### src/rtl/parking_gate_sensor.sv
// parking_gate_sensor: turns debounced A/B beam activity into entry/exit count pulses, drives the gate and flags bad passages.
module parking_gate_sensor #(
  parameter int DEBOUNCE_CYCLES = 4,
  parameter int TIMEOUT_CYCLES  = 1000,
  parameter int CAPACITY        = 15
) (
  input  logic       clk,
  input  logic       rst,
  input  logic       sensor_a,
  input  logic       sensor_b,
  input  logic [3:0] count,
  output logic       count_up,
  output logic       count_down,
  output logic       gate_open,
  output logic       full,
  output logic       busy,
  output logic       error
);
  localparam int DW = $clog2(DEBOUNCE_CYCLES + 1);
  localparam int TW = $clog2(TIMEOUT_CYCLES + 1);
  localparam logic [3:0] CAP = 4'(CAPACITY);
  typedef enum logic [2:0] {IDLE, IN_A, IN_AB, IN_B, OUT_B, OUT_AB, OUT_A, WAIT_CLEAR} state_t;
  logic [1:0] w_raw, r_s1, r_s2, r_filt;
  logic [DW-1:0] r_db [2];
  state_t r_state, w_dec, w_nxt;
  logic [TW-1:0] r_tmr;
  logic r_entry_ok, r_up, r_dn, r_err, r_gate, r_busy, r_full;
  logic w_entry_ok, w_fin_in, w_fin_out, w_up, w_dn, w_tmo, w_err, w_active;
  assign w_raw = {sensor_a, sensor_b};
  always_ff @(posedge clk or posedge rst) begin
    if (rst) begin
      r_s1 <= '0;
      r_s2 <= '0;
      r_filt <= '0;
      r_db <= '{default: '0};
    end else begin
      r_s1 <= w_raw;
      r_s2 <= r_s1;
      for (int i = 0; i < 2; i++) begin
        if (r_s2[i] == r_filt[i]) r_db[i] <= '0;
        else if (r_db[i] == DW'(DEBOUNCE_CYCLES - 1)) begin
          r_db[i] <= '0;
          r_filt[i] <= r_s2[i];
        end else r_db[i] <= r_db[i] + 1'b1;
      end
    end
  end
  // Within a path the next state depends only on the current beam pattern.
  always_comb begin
    w_dec = r_state;
    case (r_state)
      IDLE:              w_dec = r_filt == 2'b10 ? IN_A  : r_filt == 2'b01 ? OUT_B  : r_filt == 2'b11 ? WAIT_CLEAR : IDLE;
      IN_A, IN_AB, IN_B: w_dec = r_filt == 2'b10 ? IN_A  : r_filt == 2'b11 ? IN_AB  : r_filt == 2'b01 ? IN_B : IDLE;
      OUT_B, OUT_AB, OUT_A: w_dec = r_filt == 2'b01 ? OUT_B : r_filt == 2'b11 ? OUT_AB : r_filt == 2'b10 ? OUT_A : IDLE;
      WAIT_CLEAR:        w_dec = r_filt == 2'b00 ? IDLE : WAIT_CLEAR;
    endcase
  end
  assign w_active   = !(r_state inside {IDLE, WAIT_CLEAR});
  assign w_tmo      = w_active && w_dec == r_state && r_tmr == TW'(TIMEOUT_CYCLES - 1);
  assign w_nxt      = w_tmo ? WAIT_CLEAR : w_dec;
  assign w_fin_in   = r_state == IN_B && r_filt == 2'b00;
  assign w_fin_out  = r_state == OUT_A && r_filt == 2'b00;
  assign w_up       = w_fin_in && r_entry_ok && count != 4'd15;
  assign w_dn       = w_fin_out && count != 4'd0;
  assign w_err      = w_tmo || (r_state == IDLE && r_filt == 2'b11) || (w_fin_in && !w_up) || (w_fin_out && !w_dn);
  assign w_entry_ok = (r_state == IDLE && w_dec == IN_A) ? !r_full : r_entry_ok;
  always_ff @(posedge clk or posedge rst) begin
    if (rst) begin
      r_state <= IDLE;
      r_tmr <= '0;
      r_entry_ok <= 1'b0;
      r_up <= 1'b0;
      r_dn <= 1'b0;
      r_err <= 1'b0;
      r_gate <= 1'b0;
      r_busy <= 1'b0;
      r_full <= 1'b0;
    end else begin
      r_state <= w_nxt;
      r_tmr <= (w_nxt != r_state || !w_active) ? '0 : r_tmr + 1'b1;
      r_entry_ok <= w_entry_ok;
      r_up <= w_up;
      r_dn <= w_dn;
      r_err <= w_err;
      r_gate <= (w_nxt inside {OUT_B, OUT_AB, OUT_A}) || ((w_nxt inside {IN_A, IN_AB, IN_B}) && w_entry_ok);
      r_busy <= w_nxt != IDLE;
      r_full <= count >= CAP;
    end
  end
  assign count_up   = r_up;
  assign count_down = r_dn;
  assign error      = r_err;
  assign gate_open  = r_gate;
  assign busy       = r_busy;
  assign full       = r_full;
endmodule

### config.mk
export PLATFORM = sky130hd
export DESIGN_NAME = parking_gate_sensor
export DESIGN_NICKNAME = d
export VERILOG_FILES = /design/src/rtl/parking_gate_sensor.sv
export SDC_FILE = /design/constraint.sdc
export NUM_CORES = 1
export LEC_CHECK = 0
export ABC_AREA = 0
export BUFFER_PORTS_ARGS = -buffer_cell sky130_fd_sc_hd__buf_2
export CORE_AREA = 2 2 55 57
export DETAILED_ROUTE_END_ITERATION = 6
export DIE_AREA = 0 0 57 59
export PLACE_DENSITY = 0.89
export SLEW_MARGIN = 20
export SYNTH_ARGS = -nofsm -noshare
export SYNTH_HDL_FRONTEND = slang
export SYNTH_SLANG_ARGS = --single-unit
### constraint.sdc
create_clock -name clk -period 6.35 [get_ports clk]
set_input_delay 0.635 -clock clk [delete_from_list [all_inputs] [get_ports clk]]
set_output_delay 0.635 -clock clk [all_outputs]
set_load 0.01 [all_outputs]
# Word-level counts from Yosys, hierarchy flattened
# Cells that the tools add are included.
dict set report word_totals {
  regBits 32
  latchBits 0
  ramBits 0
  rom_bits 0
  input_bits 8
  out_inout_bits 6
  elab_cells 96
  memories 0
}
dict set report classes {
  n_addsub 3
  mul 0
  div 0
  n_lt_le_gt_ge 1
  eq_ne 25
  shift 0
  muxes 18
  n_bitwise 2
  reduce_logical 32
}
# cell n
set ops {}
lappend ops {{two-way mux 3 bit} 12}
lappend ops {{equality test 3 bit (second input constant)} 7}
lappend ops {{equality test 3 x 2 -> 1 bit (second input constant)} 6}
lappend ops {{logical AND 1 bit} 12}
lappend ops {{one-hot mux 3 bit (4 select lines)} 1}
lappend ops {{adder 10 x 1 -> 10 bit (second input constant)} 1}
lappend ops {{equality test 10 bit (second input constant)} 1}
lappend ops {{two-way mux 10 bit} 1}
lappend ops {{equality test 3 x 1 -> 1 bit (second input constant)} 3}
lappend ops {{nonzero test 3 bit} 3}
lappend ops {{adder 3 x 1 -> 3 bit (second input constant)} 2}
lappend ops {{two-way mux 2 bit} 3}
lappend ops {{OR reduction 3 bit} 2}
lappend ops {{logical OR 1 bit} 5}
lappend ops {{equality test 2 bit (second input constant)} 2}
lappend ops {{greater-or-equal comparator 4 bit (second input constant)} 1}
lappend ops {{zero test 1 bit} 4}
lappend ops {{inequality test 4 bit (second input constant)} 1}
lappend ops {{AND reduction 2 bit} 2}
lappend ops {{nonzero test 4 bit} 1}
lappend ops {{equality test 3 bit} 1}
lappend ops {{zero test 3 bit} 1}
lappend ops {{inequality test 3 bit} 1}
lappend ops {{equality test 1 bit} 2}
lappend ops {{other kinds (5)} 6}

# Logic depth before layout (Yosys ltp)
dict set report logic_depth {
  ltp_word 13
  depth_mapped 7
  depth_no_buf 7
}

# Worst setup path before layout
# No wires, ideal clock.
dict set report synth_path {
  path_kind {reg2reg}
  start {register r_filt[0]}
  end {register r_busy, in the netlist busy}
  setup_time_ns 0.139
  t_arrival_ns 2.094
  required_ns 6.211
  setup_slack_ns 4.118
  stages_incl_launch_ff 7
  path_buffers 0
  period_less_slack_ns 2.232
  cell_sequence {dfrtp_1 inv_1 ha_1 or4_1 o211a_1 or2_4 or4_1}
}
dict set report synth_between {
  elab_chain_len 10
  word_cells_on_any_way 20
  cone_classes {eq/ne (4); mux (12); reduce/logical (4)}
}
# item line_no
set synth_rtl {}
lappend synth_rtl {{start, declared} 23} ;# logic [1:0] w_raw, r_s1, r_s2, r_filt;
lappend synth_rtl {{start signal, assigned by index} 43} ;# r_filt[i] <= r_s2[i];
lappend synth_rtl {{equality test 2 x 1 -> 1 bit / equality test 2 bit (equally long branches)} {52, 53, 54}}
lappend synth_rtl {{two-way mux 2 bit, or another cell as far along (3 in a row)} 53} ;# IN_A, IN_AB, IN_B: w_dec = r_filt == 2'b10 ? IN_A : r_filt == 2'b11 ? IN_AB : r_filt == 2'b01 ? IN_B : IDLE;
lappend synth_rtl {{one-hot mux 3 bit (4 select lines) (*)} 51} ;# case (r_state)
lappend synth_rtl {{equality test 3 bit} 59} ;# assign w_tmo = w_active && w_dec == r_state && r_tmr == TW'(TIMEOUT_CYCLES - 1);
lappend synth_rtl {{logical AND 1 bit (2 in a row)} 59}
lappend synth_rtl {{two-way mux 3 bit (*)} 60} ;# assign w_nxt = w_tmo ? WAIT_CLEAR : w_dec;
lappend synth_rtl {{nonzero test 3 bit (*)} 86} ;# r_busy <= w_nxt != IDLE;
lappend synth_rtl {{end signal, assigned} 76} ;# r_busy <= 1'b0;
lappend synth_rtl {{end signal, assigned} 86}
lappend synth_rtl {{end, declared} 27} ;# logic r_entry_ok, r_up, r_dn, r_err, r_gate, r_busy, r_full;
# Every way passes the cells marked *; elsewhere a longest branch is shown, timed or not.
# A chain may end at the register's enable or synchronous reset.

# Worst setup path after layout
dict set report layout_path {
  start {register r_filt[0]}
  end {register r_tmr[6]}
}
dict set report layout_between {
  elab_chain_len 12
  word_cells_on_any_way 22
  cone_classes {eq/ne (5); mux (13); reduce/logical (4)}
}
# item line_no
set layout_rtl {}
lappend layout_rtl {{equality test 2 x 1 -> 1 bit / equality test 2 bit (equally long branches)} {52, 53, 54}}
lappend layout_rtl {{two-way mux 2 bit, or another cell as far along (3 in a row)} 53}
lappend layout_rtl {{one-hot mux 3 bit (4 select lines) (*)} 51}
lappend layout_rtl {{equality test 3 bit} 59}
lappend layout_rtl {{logical AND 1 bit (2 in a row)} 59}
lappend layout_rtl {{two-way mux 3 bit (*)} 60}
lappend layout_rtl {{inequality test 3 bit (*)} 80} ;# r_tmr <= (w_nxt != r_state || !w_active) ? '0 : r_tmr + 1'b1;
lappend layout_rtl {{logical OR 1 bit (*)} 80}
lappend layout_rtl {{two-way mux 10 bit (*)} 80}
lappend layout_rtl {{end signal, assigned} 80}
lappend layout_rtl {{end, declared} 26} ;# logic [TW-1:0] r_tmr;
# Marks and branches as above.

==> flow_summary.toml <==
[synth]
synth.distinct_cells = 40
ys_ff_latch = 32
netlist_area_sq_um = 1667
synth_top_area_share_pct = 48.05
synth_seq_area_share_pct = 48.05
synthCells = 166
synth_area_leader_cell = "dfrtp_1"
synth_edf_count = 0
synth-warning-count = 0
synth_area_per_cell_sq_um = 10.04
synth.area.top_cells = "dfrtp_1 (48%), ha_1 (7.5%), nor3_1 (4.2%)"
yosys_most_used_dff = "dfrtp_1"
async_flop_share_pct = 100.0
syn-num-nets = 184

[die]
initial_utilization_pct = 61.50
die_area_sq_um = 3363
die_width_microns = 57
rows = 19
core_area_sq_um = 2710
io_pins = 14
die_height_microns = 59

[sta]
tightest_slew_ns = 0.6260
setup_violations = 0
drv_slew = 0
setup_tns_ns = 0
min_period_ns = 2.382
worst_clock_skew_ns = 0.007941
clock.fmax_mhz = 419.8
grt_setup_unrepaired = "false"
hold_viol_final = 0
slew_headroom_pct = 57.88
fin_crit_sh_pct = 37.51

[clock_network]
path_clk_slew_ns = 0.10
cts.path.max_buffers = 2
postCtsSetupRepairBufs = 0
numCtsBuffers = 5
cts_resized = 0
insertion_delay_ns = 0.33
cts_num_sinks = 32
clockRootBuffer = "clkbuf_4"
htreeDepth = 2
cts_tree = "done"
ctsHoldBuffers = 0

[critical_path]
startpoint_type = "register"
slowest_stage = "or4_1"
cpPeakStageDelay_ns = 0.52
crit_chain = "inv_1, ha_1, or4_1, o211a_1, o211ai_1, a31oi_2, nor3_1"
cp.required_ns = 6.60
critical_path_arrival_ns = 2.63
path_buf_inv = 1
path_class = "reg2reg"
cp_max_fo = 8
critPathTopFamily = "simple AND/OR/NAND/NOR gates"
cp-end-kind = "register"

[final_layout]
drive_gt1_share_pct = 14.75
fin_nets = 200
num-fill-cells = 220
n_antenna_cell = 0
layout_commonest_cell = "dfrtp_1"
final_cell_area_sq_um = 1809
area_growth_pct = 8.559
layout_common_cells = "dfrtp_1 (32), nor3_1 (14), buf_2 (13)"

[detailed_routing]
vias_per_cell = 6.262
initialDrtViolationCount = 50
wl_per_cell_microns = 15.08
drc = 0
antenna_left = 0
firstDrtPassIters = 4
route.vias.total = 1340
drt-total-wl_microns = 3227

[power_and_ir_drop]
internal-power_uw = 449.4
power_density_nw_per_um2 = 433.6
p_clk_share_pct = 15.4
p_sw_share_pct = 42.72
power.switching_uw = 335.2
p_comb_share_pct = 45.5
power_frac_seq_pct = 39.1
power.leakage_uw = 0.0008281
peakVddDrop_uv = 386.7

[placed_design]
finalWeightedCongestion = 0.9095
place_area_sq_um = 1750
dpl.hpwl_microns = 2337
portBuffers = 13

[global_routing]
grt_pass1_vias = 1266
grt_pass1_wl_microns = 5547
antenna_found_initial = 0
grt_max_degree = 33
overflow = 0
grtUsageTotal_pct = 21.95

[run_status]
outcome = "finished, final reports clean"

[hold_path]
hold_path.class = "in2async"

[job]
maxCapViolCount = 0
registers in the layout, summed over array words and instances, names as in the netlist:
| name | count |
|---|---|
| r_tmr | 10 |
| r_db | 6 |
| r_state | 3 |
| r_filt | 2 |
| r_s1 | 2 |
| r_s2 | 2 |
| busy | 1 |
| count_down | 1 |
| count_up | 1 |
| error | 1 |
| full | 1 |
| gate_open | 1 |
| r_entry_ok | 1 |
area by class of cell:
cell class                 count  area [sq um]  share of cell area (%)
clock buffer                   8         58.81                   3.250
inverter                       9         33.78                   1.867
multi-input combinational    120         804.5                   44.47
sequential                    32         800.8                   44.26
tap                           31         38.79                   2.144
timing repair buffer          14         72.57                   4.011
cell usage after synthesis, types with 2 or more instances:
library cell / n
o21ai_0: 6
clkbuf_1: 3
xnor2_1: 6
dfrtp_1: 32
a21oi_1: 9
nand4_1: 6
nand3_1: 4
inv_1: 9
nor2b_1: 6
and3_1: 2
o31ai_1: 2
ha_1: 10
xor2_1: 4
or4_1: 2
nor3_1: 14
a31oi_1: 3
nand2_1: 12
nor3b_1: 3
nor2_1: 11
nor4_1: 2
cells by family (layout without fill, tap and decap cells):
kind of cell / count (synthesis) / in the layout / share of synthesized area (%)
fa+ha+maj: 10 / 10 / 7.508
simple gates: 68 / 68 / 21.85
xor+xnor: 10 / 10 / 5.255
compound gates: 32 / 32 / 13.66
flops: 32 / 32 / 48.05
buf+inv: 14 / 31 / 3.678
metrics by stage:
stage	setup WS [ns]	util (%)	hold WS, ns	instances	power, uW
floorplan	4.118	-	0.3312	166	580.9
global placement	4.059	64.59	0.3351	206	635.6
detailed placement	3.984	64.59	0.3363	206	661.7
CTS	3.960	66.76	0.3628	214	783.7
global route	3.779	66.76	0.3681	214	845.4
finish	3.968	66.76	0.3592	214	784.5
tightest hold or removal path, delay by kind of cell:
family	cells	cell delay [ns]
buf+inv	3	0.48
final timing paths:
check | from | end | slack (ns) | cells after the start
min reg2reg | r_s1[1] | r_s2[1] | 0.36 | 0
min in group clk | r_s1[1] | r_s2[1] | 0.36 | 0
min | rst | r_db[3] | 0.36 | 3
max reg2reg | r_filt[0] | r_tmr[6] | 3.97 | 7
max | r_filt[0] | r_tmr[6] | 3.97 | 7
max in group asynchronous | rst | r_tmr[9] | 5.71 | 3
power groups by stage:
stage | logic, uW | registers, uW | clock network [uW]
after floorplan | 304 | 277 | 0
after global placement | 332 | 304 | 0
after detailed placement | 353 | 308 | 0
after CTS | 355 | 305 | 124
after global routing | 401 | 312 | 133
final | 357 | 306 | 121
metal layers:
metal / share of wire, % / track usage [%]
met5: 0 / 0
met4: 1.6 / 8.306
met3: 7.2 / 6.550
met2: 51 / 37.27
met1: 40 / 26.59
(Power assumes the default switching activity.)
